## src/rtl/muldiv_unit.sv

```systemverilog
// Iterative signed/unsigned multiply/divide engine that produces the HI/LO results for the multicycle CPU.
// Optional macro MULDIV_EARLY_EXIT_EN: a multiply ends as soon as no multiplier bits remain.
module muldiv_unit #(
    parameter int WIDTH = 32
) (
    input  logic             clock,
    input  logic             reset,
    input  logic             start,
    input  logic [1:0]       op,
    input  logic             flush,
    input  logic [WIDTH-1:0] a,
    input  logic [WIDTH-1:0] b,
    output logic             busy,
    output logic             done,
    output logic             div0,
    output logic [WIDTH-1:0] hi,
    output logic [WIDTH-1:0] lo
);
    localparam int CW = $clog2(WIDTH + 1);

    typedef enum logic [1:0] {
        S_IDLE = 2'd0,
        S_RUN  = 2'd1,
        S_FIX  = 2'd2,
        S_DONE = 2'd3
    } state_t;

    state_t             state_q, state_d;
    logic               is_div_q, is_div_d;
    logic               neg_res_q, neg_res_d;
    logic               neg_rem_q, neg_rem_d;
    logic [WIDTH-1:0]   mag_a_q, mag_a_d;
    logic [WIDTH-1:0]   mag_b_q, mag_b_d;
    logic [WIDTH-1:0]   hi_q, hi_d;
    logic [WIDTH-1:0]   lo_q, lo_d;
    logic [2*WIDTH-1:0] acc_q, acc_d;
    logic [CW-1:0]      count_q, count_d;
    logic               busy_q, busy_d;
    logic               done_q, done_d;
    logic               div0_q, div0_d;

    logic               sign_a_s, sign_b_s;
    logic [WIDTH-1:0]   abs_a_s, abs_b_s;
    logic [WIDTH:0]     add_s;
    logic [WIDTH:0]     trial_s;
    logic [2*WIDTH-1:0] prod_s, prod_signed_s;
    logic               mult_last_s;
    logic               zero_skip_s;

    function automatic logic [WIDTH-1:0] cond_neg(input logic [WIDTH-1:0] v, input logic neg);
        logic [WIDTH-1:0] r;
        if (neg) begin
            r = -v;
        end else begin
            r = v;
        end
        return r;
    endfunction

    assign sign_a_s = ~op[0] & a[WIDTH-1];
    assign sign_b_s = ~op[0] & b[WIDTH-1];
    assign abs_a_s  = cond_neg(a, sign_a_s);
    assign abs_b_s  = cond_neg(b, sign_b_s);

    // Upper accumulator half plus the multiplicand when the current multiplier bit is set.
    assign add_s   = {1'b0, acc_q[2*WIDTH-1:WIDTH]}
                   + (mag_b_q[0] ? {1'b0, mag_a_q} : {(WIDTH+1){1'b0}});
    assign trial_s = {acc_q[2*WIDTH-1:WIDTH], acc_q[WIDTH-1]} - {1'b0, mag_b_q};

`ifdef MULDIV_EARLY_EXIT_EN
    logic [CW-1:0] shamt_s;
    // An early exit leaves the product shifted up by the iterations that were skipped.
    assign shamt_s     = CW'(WIDTH) - count_q;
    assign prod_s      = acc_q >> shamt_s;
    assign mult_last_s = (count_q == CW'(WIDTH - 1)) || (mag_b_q[WIDTH-1:1] == '0);
    assign zero_skip_s = (abs_a_s == '0) || (abs_b_s == '0);
`else
    assign prod_s      = acc_q;
    assign mult_last_s = (count_q == CW'(WIDTH - 1));
    assign zero_skip_s = 1'b0;
`endif

    assign prod_signed_s = neg_res_q ? -prod_s : prod_s;

    // Next-state and datapath update for the IDLE/RUN/FIX/DONE sequence.
    always_comb begin
        state_d   = state_q;
        is_div_d  = is_div_q;
        neg_res_d = neg_res_q;
        neg_rem_d = neg_rem_q;
        mag_a_d   = mag_a_q;
        mag_b_d   = mag_b_q;
        acc_d     = acc_q;
        count_d   = count_q;
        hi_d      = hi_q;
        lo_d      = lo_q;
        div0_d    = 1'b0;
        case (state_q)
            S_IDLE: begin
                if (start && !flush) begin
                    is_div_d  = op[1];
                    neg_res_d = sign_a_s ^ sign_b_s;
                    neg_rem_d = sign_a_s;
                    mag_a_d   = abs_a_s;
                    mag_b_d   = abs_b_s;
                    count_d   = '0;
                    if (op[1]) begin
                        acc_d = {{WIDTH{1'b0}}, abs_a_s};
                    end else begin
                        acc_d = '0;
                    end
                    if (op[1] && (b == '0)) begin
                        state_d = S_DONE;
                        div0_d  = 1'b1;
                    end else if (!op[1] && zero_skip_s) begin
                        state_d = S_FIX;
                        mag_b_d = '0;
                    end else begin
                        state_d = S_RUN;
                    end
                end else begin
                    state_d = S_IDLE;
                end
            end
            S_RUN: begin
                if (flush) begin
                    state_d = S_IDLE;
                end else begin
                    count_d = count_q + CW'(1);
                    if (is_div_q) begin
                        if (!trial_s[WIDTH]) begin
                            acc_d = {trial_s[WIDTH-1:0], acc_q[WIDTH-2:0], 1'b1};
                        end else begin
                            acc_d = {acc_q[2*WIDTH-2:0], 1'b0};
                        end
                        if (count_q == CW'(WIDTH - 1)) begin
                            state_d = S_FIX;
                        end else begin
                            state_d = S_RUN;
                        end
                    end else begin
                        acc_d   = {add_s, acc_q[WIDTH-1:1]};
                        mag_b_d = mag_b_q >> 1;
                        if (mult_last_s) begin
                            state_d = S_FIX;
                        end else begin
                            state_d = S_RUN;
                        end
                    end
                end
            end
            S_FIX: begin
                if (flush) begin
                    state_d = S_IDLE;
                end else begin
                    if (is_div_q) begin
                        lo_d = cond_neg(acc_q[WIDTH-1:0], neg_res_q);
                        hi_d = cond_neg(acc_q[2*WIDTH-1:WIDTH], neg_rem_q);
                    end else begin
                        lo_d = prod_signed_s[WIDTH-1:0];
                        hi_d = prod_signed_s[2*WIDTH-1:WIDTH];
                    end
                    state_d = S_DONE;
                end
            end
            S_DONE: begin
                state_d = S_IDLE;
            end
            default: begin
                state_d = S_IDLE;
            end
        endcase
        busy_d = (state_d == S_RUN) || (state_d == S_FIX);
        done_d = (state_d == S_DONE);
    end

    // State, datapath and output registers.
    always_ff @(posedge clock or negedge reset) begin
        if (!reset) begin
            state_q   <= S_IDLE;
            is_div_q  <= 1'b0;
            neg_res_q <= 1'b0;
            neg_rem_q <= 1'b0;
            mag_a_q   <= '0;
            mag_b_q   <= '0;
            acc_q     <= '0;
            count_q   <= '0;
            hi_q      <= '0;
            lo_q      <= '0;
            busy_q    <= 1'b0;
            done_q    <= 1'b0;
            div0_q    <= 1'b0;
        end else begin
            state_q   <= state_d;
            is_div_q  <= is_div_d;
            neg_res_q <= neg_res_d;
            neg_rem_q <= neg_rem_d;
            mag_a_q   <= mag_a_d;
            mag_b_q   <= mag_b_d;
            acc_q     <= acc_d;
            count_q   <= count_d;
            hi_q      <= hi_d;
            lo_q      <= lo_d;
            busy_q    <= busy_d;
            done_q    <= done_d;
            div0_q    <= div0_d;
        end
    end

    assign busy = busy_q;
    assign done = done_q;
    assign div0 = div0_q;
    assign hi   = hi_q;
    assign lo   = lo_q;

endmodule

```

## config.mk

```make
export PLATFORM = sky130hd
export DESIGN_NAME = muldiv_unit
export DESIGN_NICKNAME = d
export VERILOG_FILES = /design/src/rtl/muldiv_unit.sv
export SDC_FILE = /design/constraint.sdc
export NUM_CORES = 1
export LEC_CHECK = 0
export ABC_AREA = 1
export CAP_MARGIN = 20
export CORE_MARGIN = 1
export CORE_UTILIZATION = 52
export CTS_CLUSTER_DIAMETER = 100
export DETAILED_ROUTE_END_ITERATION = 16
export DONT_BUFFER_PORTS = 1
export PLACE_DENSITY_LB_ADDON = 0.1
export SLEW_MARGIN = 30
export SYNTH_ARGS = -nofsm -noshare
export SYNTH_HDL_FRONTEND = slang
export SYNTH_SLANG_ARGS = --single-unit
export TNS_END_PERCENT = 30
```

## constraint.sdc

```tcl
create_clock -name clock -period 6.2 [get_ports clock]
set_input_delay 0.62 -clock clock [delete_from_list [all_inputs] [get_ports clock]]
set_output_delay 0.62 -clock clock [all_outputs]
set_load 0.01 [all_outputs]
```

==> run_results.csv <==
group,metric,value,unit
worst_setup_path,crit_buf_inv,5,
cells_and_area,final_util,57.0,%
floorplan,initial_utilization,53.2,%
floorplan,std_cell_rows,67,
yosys,async_flop_share,100,%
global_route,grt_max_degree,207,
flow_run,cap_violations,0,
detailed_routing,drc_errors,0,
yosys,seq_area_frac_synth,28.7,%
sta,clock.fmax,298,MHz
detailed_routing,drt_iter0_markers,1814,
cells_and_area,fin_nets,3024,
global_route,grt_overflow,0,
cells_and_area,drive_gt1_share,3.86,%
yosys,synth_edf_count,0,
sta,finalSetupTns,0,ps
detailed_routing,vias,19100,
clock_network,h-tree-depth,1,
cells_and_area,final_common_cell,"nand2_1",
place,numPortBuffers,0,
worst_setup_path,slowest_delay,670,ps
power,power_density,412,mW/mm^2
floorplan,io_pins,137,
yosys,ys.flop_type,"dfrtp_1",
power,peakVddDrop,0.229,mV
worst_setup_path,crit_top_cell,"buf_4",
clock_network,cts_resized,0,
sta,fin_crit,3360,ps
detailed_routing,wire_per_inst,18.9,um
yosys,syn_avg_cell_area,6.15,sq um
detailed_routing,wl,63.4,mm
global_route,antenna_found_initial,3,
cells_and_area,mostFrequentLayoutCells,"nand2_1, inv_1, nor2_1, nand3_1, dfrtp_1",
worst_setup_path,worstPathArrival,3810,ps
global_route,grt_first_pass_wirelength,98.5,mm
floorplan,die_w,188,um
place,gp_congestion,1.06,
yosys,ys_types,49,
detailed_routing,ant_nets,0,
global_route,grt_pass1_vias,18000,
cells_and_area,nFillCells,3454,
cells_and_area,area_growth,7.29,%
sta,slew_violations,0,
floorplan,core-area,0.0338,sq mm
floorplan,dieArea,0.0353,sq mm
worst_setup_path,cp-start-kind,"flip-flop",
worst_hold_path,hp-class,"input port to flip-flop",
worst_setup_path,worstPathRequired,6660,ps
worst_setup_path,worstSetupPathType,"flip-flop to flip-flop",
yosys,ys.warnings.count,0,
worst_setup_path,path_max_fanout,37,
detailed_routing,first_pass_iters,6,
sta,hold_viol_final,0,
worst_setup_path,crit_slowest_cell,"a21oi_4",
yosys,ys_ff_latch,206,
sta,setup_viol,0,
sta,tightest_slew,905,ps
clock_network,cts_sinks,206,
worst_setup_path,critical_path.top_delay_family,"buffers and inverters",
global_route,grt_usage,35.5,%
sta,rsz0062_at_grt,"false",
worst_setup_path,path_cells,"nor2_4, buf_4, inv_2, nor2_2, buf_4, nor2_2, a21oi_4, buf_4, inv_2, a21oi_1, o21ai_0, o21ai_0",
worst_setup_path,end_kind,"flip-flop",
detailed_routing,via_per_inst,5.71,
clock_network,clk_path_buf_depth,3,
status,status,"complete, no violations",
clock_network,cts_tree,"done",
place,hpwl,49.7,mm
sta,finalCritPeriodShare,54.1,%
floorplan,die_y,188,um
sta,fin_skew,13.1,ps
yosys,syn_nets,3065,
yosys,synthesis.area,0.0180,sq mm
clock_network,clk_latency,560,ps
clock_network,clk_pin_slew,60,ps
power,p_leak,10.0,nW
clock_network,cts_root_buf,"clkbuf_16",
sta,slew_headroom,39.7,%
yosys,syn-instance-count,2923,
clock_network,numCtsBuffers,25,
logic make-up after synthesis:
family / Yosys count / share of synthesized area, %
AND/OR/NAND/NOR: 1585 / 36.3
AO/OA/AOI/OAI: 485 / 15.0
buffers and inverters: 485 / 10.5
flip-flops: 206 / 28.7
XOR/XNOR: 90 / 4.39
adder cells (fa/ha/maj): 72 / 5.10
metrics by stage:
step | power [mW] | worst slack, ps | hold WS, ps | cell area (sq um) | cells
final | 7.94 | 2840 | 156 | 19300 | 3350
after global routing | 8.51 | 2690 | 155 | 19300 | 3349
after global placement | 6.20 | 3100 | 328 | 18300 | 3299
after detailed placement | 6.23 | 2970 | 328 | 18300 | 3299
after CTS | 7.86 | 2940 | 151 | 19200 | 3346
after floorplan | 4.99 | 3610 | 324 | 18000 | 2923
final timing paths:
path | from | to | slack [ps] | depth (start not counted)
worst max-delay path | state_q[1]$_DFF_PN0_ | mag_b_q[20]$_DFFE_PN0P_ | 2840 | 12
worst min-delay path | flush | state_q[0]$_DFF_PN0_ | 160 | 1
worst max register to register | state_q[1]$_DFF_PN0_ | mag_b_q[20]$_DFFE_PN0P_ | 2840 | 12
worst min register to register | mag_b_q[29]$_DFFE_PN0P_ | mag_b_q[29]$_DFFE_PN0P_ | 480 | 2
max in group asynchronous | reset | is_div_q$_DFFE_PN0P_ | 4540 | 4
min in group asynchronous | reset | hi[11]$_DFFE_PN0P_ | 520 | 2
routing by layer:
layer  track usage [%]  part of all wire, %
met2              55.5                   43
met1              49.0                   44
met5                 0                0.043
met3              5.11                  8.1
met4              14.7                  4.4
registers in the layout (all words and copies together) (netlist names):
register	flops
neg_rem_q	1
is_div_q	1
done	1
acc_q	64
neg_res_q	1
mag_a_q	32
mag_b_q	32
count_q	6
hi	32
state_q	2
lo	32
busy	1
div0	1
cell usage after synthesis, types with 3 or more instances:
cell type,instances,area (sq um)
buf_4,5,37.5
o21a_1,7,52.6
dfrtp_1,206,5150
a21o_1,3,22.5
ha_1,70,876
o21ai_2,4,35.0
o31ai_1,8,60.1
o21ai_0,199,996
nor3_1,35,175
nor2_1,292,1100
nor4_1,11,68.8
buf_2,16,80.1
nor2_2,5,31.3
nand2_1,945,3550
or2_2,13,81.3
buf_6,3,33.8
inv_2,6,22.5
o21bai_1,14,105
inv_1,384,1440
nand4_1,35,219
clkbuf_1,58,218
nand2_2,4,25.0
a31oi_1,27,169
xnor2_1,28,245
o21ai_1,13,65.1
o211ai_1,29,218
nand3b_1,7,52.6
a21oi_1,163,816
buf_1,12,45.0
o221ai_1,7,61.3
nand3_1,230,1150
xor2_1,62,543
cell type report:
| cell class | count | area (sq um) | share of cell area, % |
|---|---|---|---|
| Antenna cell | 1 | 2.50 | 0.0130 |
| Clock buffer | 35 | 733 | 3.80 |
| Clock inverter | 11 | 163 | 0.844 |
| Inverter | 391 | 1470 | 7.62 |
| Multi-Input combinational cell | 2232 | 10900 | 56.7 |
| Sequential cell | 206 | 5160 | 26.8 |
| Tap cell | 448 | 561 | 2.91 |
| Timing Repair Buffer | 26 | 258 | 1.34 |
worst register-to-register path: stages (launching register included):
cell     delay (ps)
dfrtp_1         420
nor2_4          110
buf_4           410
inv_2            80
nor2_2           90
buf_4           320
nor2_2          240
a21oi_4         670
buf_4           340
inv_2           160
a21oi_1         180
o21ai_0         120
o21ai_0         120
where the power goes:
group | internal [mW] | switching, mW | total, mW
Sequential | 1.62 | 0.465 | 2.08
Clock | 0.959 | 0.627 | 1.59
Combinational | 1.34 | 2.93 | 4.26
what timing repair did:
| action | CTS | global route |
|---|---|---|
| hold endpoints to repair | 206 | 12 |
| hold buffers | 1 | 1 |
| setup buffers | 0 | 0 |
No activity file was read; power rests on OpenSTA's default activity.
